==> src/rtl/lsu_pkg.sv <==
// Shared types and helpers for the load/store unit.
// Latency: n/a (types and pure functions only).
// Backpressure: n/a.
package lsu_pkg;

    typedef enum logic [1:0] {
        BYTE = 2'd0,
        HALF = 2'd1,
        WORD = 2'd2
    } lsu_size_e;

    typedef enum logic [1:0] {
        IDLE  = 2'd0,
        READ  = 2'd1,
        WRITE = 2'd2,
        DONE  = 2'd3
    } lsu_state_e;

    // Illegal sizes come back as an all-zero mask; they never reach the bus.
    function automatic logic [31:0] size_to_mask(input logic [1:0] sz);
        case (lsu_size_e'(sz))
            BYTE:    return 32'h0000_00FF;
            HALF:    return 32'h0000_FFFF;
            WORD:    return 32'hFFFF_FFFF;
            default: return 32'h0000_0000;
        endcase
    endfunction

    function automatic logic access_bad(input logic [1:0] sz, input logic [1:0] off);
        return (sz == 2'd3)
            || ((sz == HALF) && off[0])
            || ((sz == WORD) && (off != 2'b00));
    endfunction

endpackage

==> src/rtl/size_mask_gen.sv <==
// Access-size to byte-lane mask decoder, shared by the load mask and the RMW merge.
// Latency: combinational.
// Backpressure: none.
module size_mask_gen
    import lsu_pkg::*;
(
    input  logic [1:0]  size,
    output logic [31:0] mask
);

    assign mask = size_to_mask(size);

endmodule

==> src/rtl/load_store_unit.sv <==
// Load/store sequencer over a 32-bit req/ack word bus, read-modify-write for sub-word stores.
// Latency: start->done 2 cycles (load, word store), 3 (sub-word store), 1 (error), plus ack wait.
// Backpressure: bus requests held until mem_ack; start ignored while busy, nothing is queued.
module load_store_unit
    import lsu_pkg::*;
(
    input  logic        clk,
    input  logic        rst,
    input  logic        start,
    input  logic        write,
    input  logic [1:0]  size,
    input  logic [31:0] addr,
    input  logic [31:0] wdata,
    output logic [31:0] mem_addr,
    output logic [31:0] mem_wdata,
    output logic        mem_rd,
    output logic        mem_wr,
    input  logic [31:0] mem_rdata,
    input  logic        mem_ack,
    output logic [31:0] data_out,
    output logic [31:0] mask_out,
    output logic        done,
    output logic        err,
    output logic        busy
);

    lsu_state_e  state_q, state_d;
    logic        write_q, write_d;
    logic [1:0]  size_q, size_d;
    logic [1:0]  off_q, off_d;
    logic [31:0] wdata_q, wdata_d;
    logic [31:0] mem_addr_d, mem_wdata_d, data_out_d, mask_out_d;
    logic        err_d;
    logic [31:0] size_mask;
    logic [4:0]  sh;

    assign sh = {off_q, 3'b000};

    size_mask_gen u_size_mask_gen (
        .size (size_q),
        .mask (size_mask)
    );

    always_comb begin
        state_d     = state_q;
        write_d     = write_q;
        size_d      = size_q;
        off_d       = off_q;
        wdata_d     = wdata_q;
        mem_addr_d  = mem_addr;
        mem_wdata_d = mem_wdata;
        data_out_d  = data_out;
        mask_out_d  = mask_out;
        err_d       = err;
        case (state_q)
            IDLE: begin
                if (start) begin
                    write_d    = write;
                    size_d     = size;
                    off_d      = addr[1:0];
                    wdata_d    = wdata;
                    mem_addr_d = {addr[31:2], 2'b00};
                    if (access_bad(size, addr[1:0])) begin
                        state_d    = DONE;
                        err_d      = 1'b1;
                        data_out_d = '0;
                        mask_out_d = '0;
                    end else if (!write) begin
                        state_d = READ;
                    end else if (size == WORD) begin
                        state_d     = WRITE;
                        mem_wdata_d = wdata;
                    end else begin
                        state_d = READ;
                    end
                end
            end
            READ: begin
                if (mem_ack) begin
                    if (write_q) begin
                        // Sub-word store: splice the new lanes into the word just read.
                        mem_wdata_d = (mem_rdata & ~(size_mask << sh))
                                    | ((wdata_q & size_mask) << sh);
                        state_d     = WRITE;
                    end else begin
                        data_out_d = mem_rdata >> sh;
                        mask_out_d = size_mask;
                        err_d      = 1'b0;
                        state_d    = DONE;
                    end
                end
            end
            WRITE: begin
                if (mem_ack) begin
                    data_out_d = '0;
                    mask_out_d = '0;
                    err_d      = 1'b0;
                    state_d    = DONE;
                end
            end
            DONE: begin
                state_d = IDLE;
            end
            default: begin
                state_d = IDLE;
            end
        endcase
    end

    // Bus strobes, done and busy are registered images of the next state.
    always_ff @(posedge clk) begin
        if (rst) begin
            state_q   <= IDLE;
            write_q   <= 1'b0;
            size_q    <= 2'd0;
            off_q     <= 2'd0;
            wdata_q   <= '0;
            mem_addr  <= '0;
            mem_wdata <= '0;
            data_out  <= '0;
            mask_out  <= '0;
            err       <= 1'b0;
            mem_rd    <= 1'b0;
            mem_wr    <= 1'b0;
            done      <= 1'b0;
            busy      <= 1'b0;
        end else begin
            state_q   <= state_d;
            write_q   <= write_d;
            size_q    <= size_d;
            off_q     <= off_d;
            wdata_q   <= wdata_d;
            mem_addr  <= mem_addr_d;
            mem_wdata <= mem_wdata_d;
            data_out  <= data_out_d;
            mask_out  <= mask_out_d;
            err       <= err_d;
            mem_rd    <= (state_d == READ);
            mem_wr    <= (state_d == WRITE);
            done      <= (state_d == DONE);
            busy      <= (state_d != IDLE);
        end
    end

endmodule

==> config.mk <==
export PLATFORM = sky130hd
export DESIGN_NAME = load_store_unit
export DESIGN_NICKNAME = d
export VERILOG_FILES = /design/src/rtl/lsu_pkg.sv /design/src/rtl/size_mask_gen.sv /design/src/rtl/load_store_unit.sv
export SDC_FILE = /design/constraint.sdc
export NUM_CORES = 1
export LEC_CHECK = 0
export CAP_MARGIN = 20
export CORE_ASPECT_RATIO = 1.25
export CORE_MARGIN = 2
export CORE_UTILIZATION = 45
export DETAILED_ROUTE_END_ITERATION = 16
export PLACE_DENSITY = 0.79
export SETUP_SLACK_MARGIN = 0.3
export SLEW_MARGIN = 10
export SYNTH_ARGS = -nofsm -noshare
export SYNTH_HDL_FRONTEND = slang
export SYNTH_SLANG_ARGS = --single-unit
==> constraint.sdc <==
create_clock -name clk -period 3.71 [get_ports clk]
set_input_delay 0.742 -clock clk [delete_from_list [all_inputs] [get_ports clk]]
set_output_delay 0.742 -clock clk [all_outputs]
set_load 0.005 [all_outputs]
==> impl_metrics.yaml <==
clocking:
  postCtsResizedCells: 0
  clkTransAtPathRegs_ns: 0.06
  clock-sinks: 141
  cts_tree: "yes"
  cts_hold_buf: 0
  htreeDepth: 4
  cts_setup_buffers: 0
  clockRootBuffer: "clkbuf_16"
  clk_path_buf_depth: 2
  cts_buffers: 17
  insertion_delay_ns: 0.43
final_layout:
  design_area_um2: 9880
  layout_commonest_cell: "clkdlybuf4s50_1"
  area_growth_pct: 37.9
  drive_above_1_share_pct: 6.69
  antennaDiodeCount: 0
  post-route-util_pct: 63.5
  final_cell_mix: "232 x clkdlybuf4s50_1, 192 x nand2_1, 139 x dfxtp_1, 103 x a21oi_1, 57 x mux2i_1"
  fillers: 1411
  fin_nets: 1145
min_path:
  hold_path.class: "reg2reg"
  hold_start: "mem_addr[30]"
critical_path:
  critPathKind: "reg2reg"
  endpoint_kind: "flop"
  crit_chain: "buf_4, nand2b_1, a21boi_1, a221oi_1, o32ai_1"
  slowest_stage: "a21boi_1"
  max_stage_delay_ns: 0.63
  rr_startpoint: "off_q[1]"
  crit_arrival_ns: 2.90
  critPathLaunch: "off_q[1]"
  startpoint_type: "flop"
  crit_required_ns: 4.04
  critPathMaxFanout: 41
synth:
  yosys_warnings: 0
  ys_ff_latch: 141
  syn_inst: 875
  async_flop_share_pct: 0
  synth_top_area_share_pct: 39.4
  avgSynthCellArea_um2: 8.19
  yosysSeqAreaShare_pct: 39.4
  synth_edf_count: 0
  netlist_area_um2: 7170
  synth_largest_area_cell: "dfxtp_1"
  synth_ff_type: "dfxtp_1"
  ys_types: 49
  synth_area_leaders: "dfxtp_1 39%, nand2_1 10%, mux2i_1 8.0%"
timing:
  grt_setup_unrepaired: "no"
  fin_crit_sh_pct: 69.3
  clock_skew_ns: 0.00960
  setup_viol: 0
  worst_hold_slack_ns: 0.450
  fin_ws_ns: 1.14
  fmax_mhz: 389
  finalHoldViolCount: 0
  period_minus_slack_ns: 2.57
  worst_pin_slew_ns: 0.975
  slew_viol_final: 0
  tns_ns: 0
  maxSlewHeadroom_pct: 34.8
pwr:
  p_sw_share_pct: 33.9
  p_leak_nw: 3.45
  power_density_nw_per_um2: 562
  intPower_mw: 3.67
  seq_power_share_pct: 35.4
  ir_drop_mv: 0.376
  power_frac_clock_pct: 29.4
  p_comb_share_pct: 35.2
  p_sw_mw: 1.88
die:
  std_cell_rows: 51
  io_pins: 236
  die_h_um: 145
  die_area_um2: 17000
  die_w_um: 117
  start_util_pct: 46.0
  core_um2: 15600
drt:
  ant_nets: 0
  drc: 0
  vias_per_cell: 5.69
  routedWlPerCell_um: 19.0
  num_vias: 7159
  wl_mm: 23.9
  first_pass_iters: 6
  drt-initial-drc-count: 708
global_routing:
  top_usage_layer: "met2"
  grt.met2_usage_pct: 44.7
  antenna_found_initial: 0
  use_met3_pct: 7.98
  grt_usage_pct: 28.4
  grt_max_degree: 69
  grt_pass1_wl_mm: 37.5
  met1_usage_pct: 35.0
  grt_pass1_vias: 6851
  grt_overflow: 0
place:
  portBuffers: 233
  gp_routability_congestion: 0.939
  place_area_um2: 9320
  dpl.hpwl_mm: 17.2
  place_worst_setup_slack_ns: 0.750
job:
  maxCapViolCount: 0
outcome:
  outcome: "finished clean"
==> final cells by class <==
| class | count | area [µm²] | area share [%] |
|---|---|---|---|
| well taps | 212 | 265 | 2.68 |
| flip-flops and latches | 141 | 2830 | 28.6 |
| inverters | 32 | 120 | 1.22 |
| multi-input cells | 598 | 3660 | 37.1 |
| clock inverters | 6 | 60.1 | 0.608 |
| repair buffers | 245 | 2440 | 24.7 |
| clock buffers | 24 | 502 | 5.08 |
==> cell families (layout without fill, tap and decap cells) <==
family,after synthesis,in the layout,synth area share (%)
AND/OR/NAND/NOR,286,286,18.4
AO/OA/AOI/OAI,237,237,21.8
buffers and inverters,137,307,9.59
other,1,2,0.0523
flip-flops,141,141,39.4
adder cells (fa/ha/maj),7,7,1.22
multiplexers,66,66,9.53
==> stage by stage <==
| step | std cells | power, mW |
|---|---|---|
| floorplan | 876 | 3.08 |
| global placement | 1228 | 3.89 |
| detailed placement | 1228 | 3.91 |
| CTS | 1258 | 5.56 |
| global route | 1258 | 5.84 |
| finish | 1258 | 5.56 |
==> critical path, delay by kind of cell, from the launching register on <==
family          cells  cell delay, ns
compound gates      3            1.08
simple gates        1            0.34
flops               1            0.60
buf+inv             1            0.46
==> worst paths after layout <==
check	slack, ns	end	cells past startpoint
hold reg to reg	0.45	mem_addr[30]	2
hold / removal	0.45	mem_addr[30]	2
setup reg to reg	1.14	mem_wdata[29]	5
setup / recovery	1.14	mem_wdata[29]	5
==> cell usage after synthesis, types with 3 or more instances <==
master and number:
a211oi_1 17, a21oi_1 103, a221oi_1 8, a222oi_1 8, buf_1 16, buf_2 15, buf_4 35, buf_6 3
clkbuf_1 36, dfxtp_1 141, ha_1 7, inv_1 31, mux2_2 6, mux2_4 3, mux2i_1 57, nand2_1 193
nand3_1 18, nand3b_1 24, nor2_1 14, nor2b_1 16, nor4_1 3, o2111ai_1 16, o21a_1 3, o21ai_0 28
o2bb2ai_1 8, o31ai_1 17, o32ai_1 16, or4b_1 4, or4b_2 4
==> metal layers <==
layer / up-vias / wire length, µm
met5: - / 0
met2: 404 / 11100
met4: 0 / 1260
met3: 84 / 2300
li1: 3382 / -
met1: 3289 / 9270
==> sequential cells by signal (all words and copies together) (netlist names) <==
register   cells
data_out      32
mem_wdata     32
wdata_q       32
mem_addr      30
mask_out       3
off_q          2
size_q         2
state_q        2
busy           1
done           1
err            1
mem_rd         1
mem_wr         1
write_q        1
==> power by group through the flow <==
stage	sequential (mW)	combinational [mW]	clock [mW]
after floorplan	1.93	1.15	0
after global placement	1.98	1.91	0
after detailed placement	1.99	1.93	0
after CTS	1.96	1.94	1.66
after global routing	1.99	2.12	1.73
final	1.96	1.96	1.63
No activity file was read; power rests on OpenSTA's default activity.
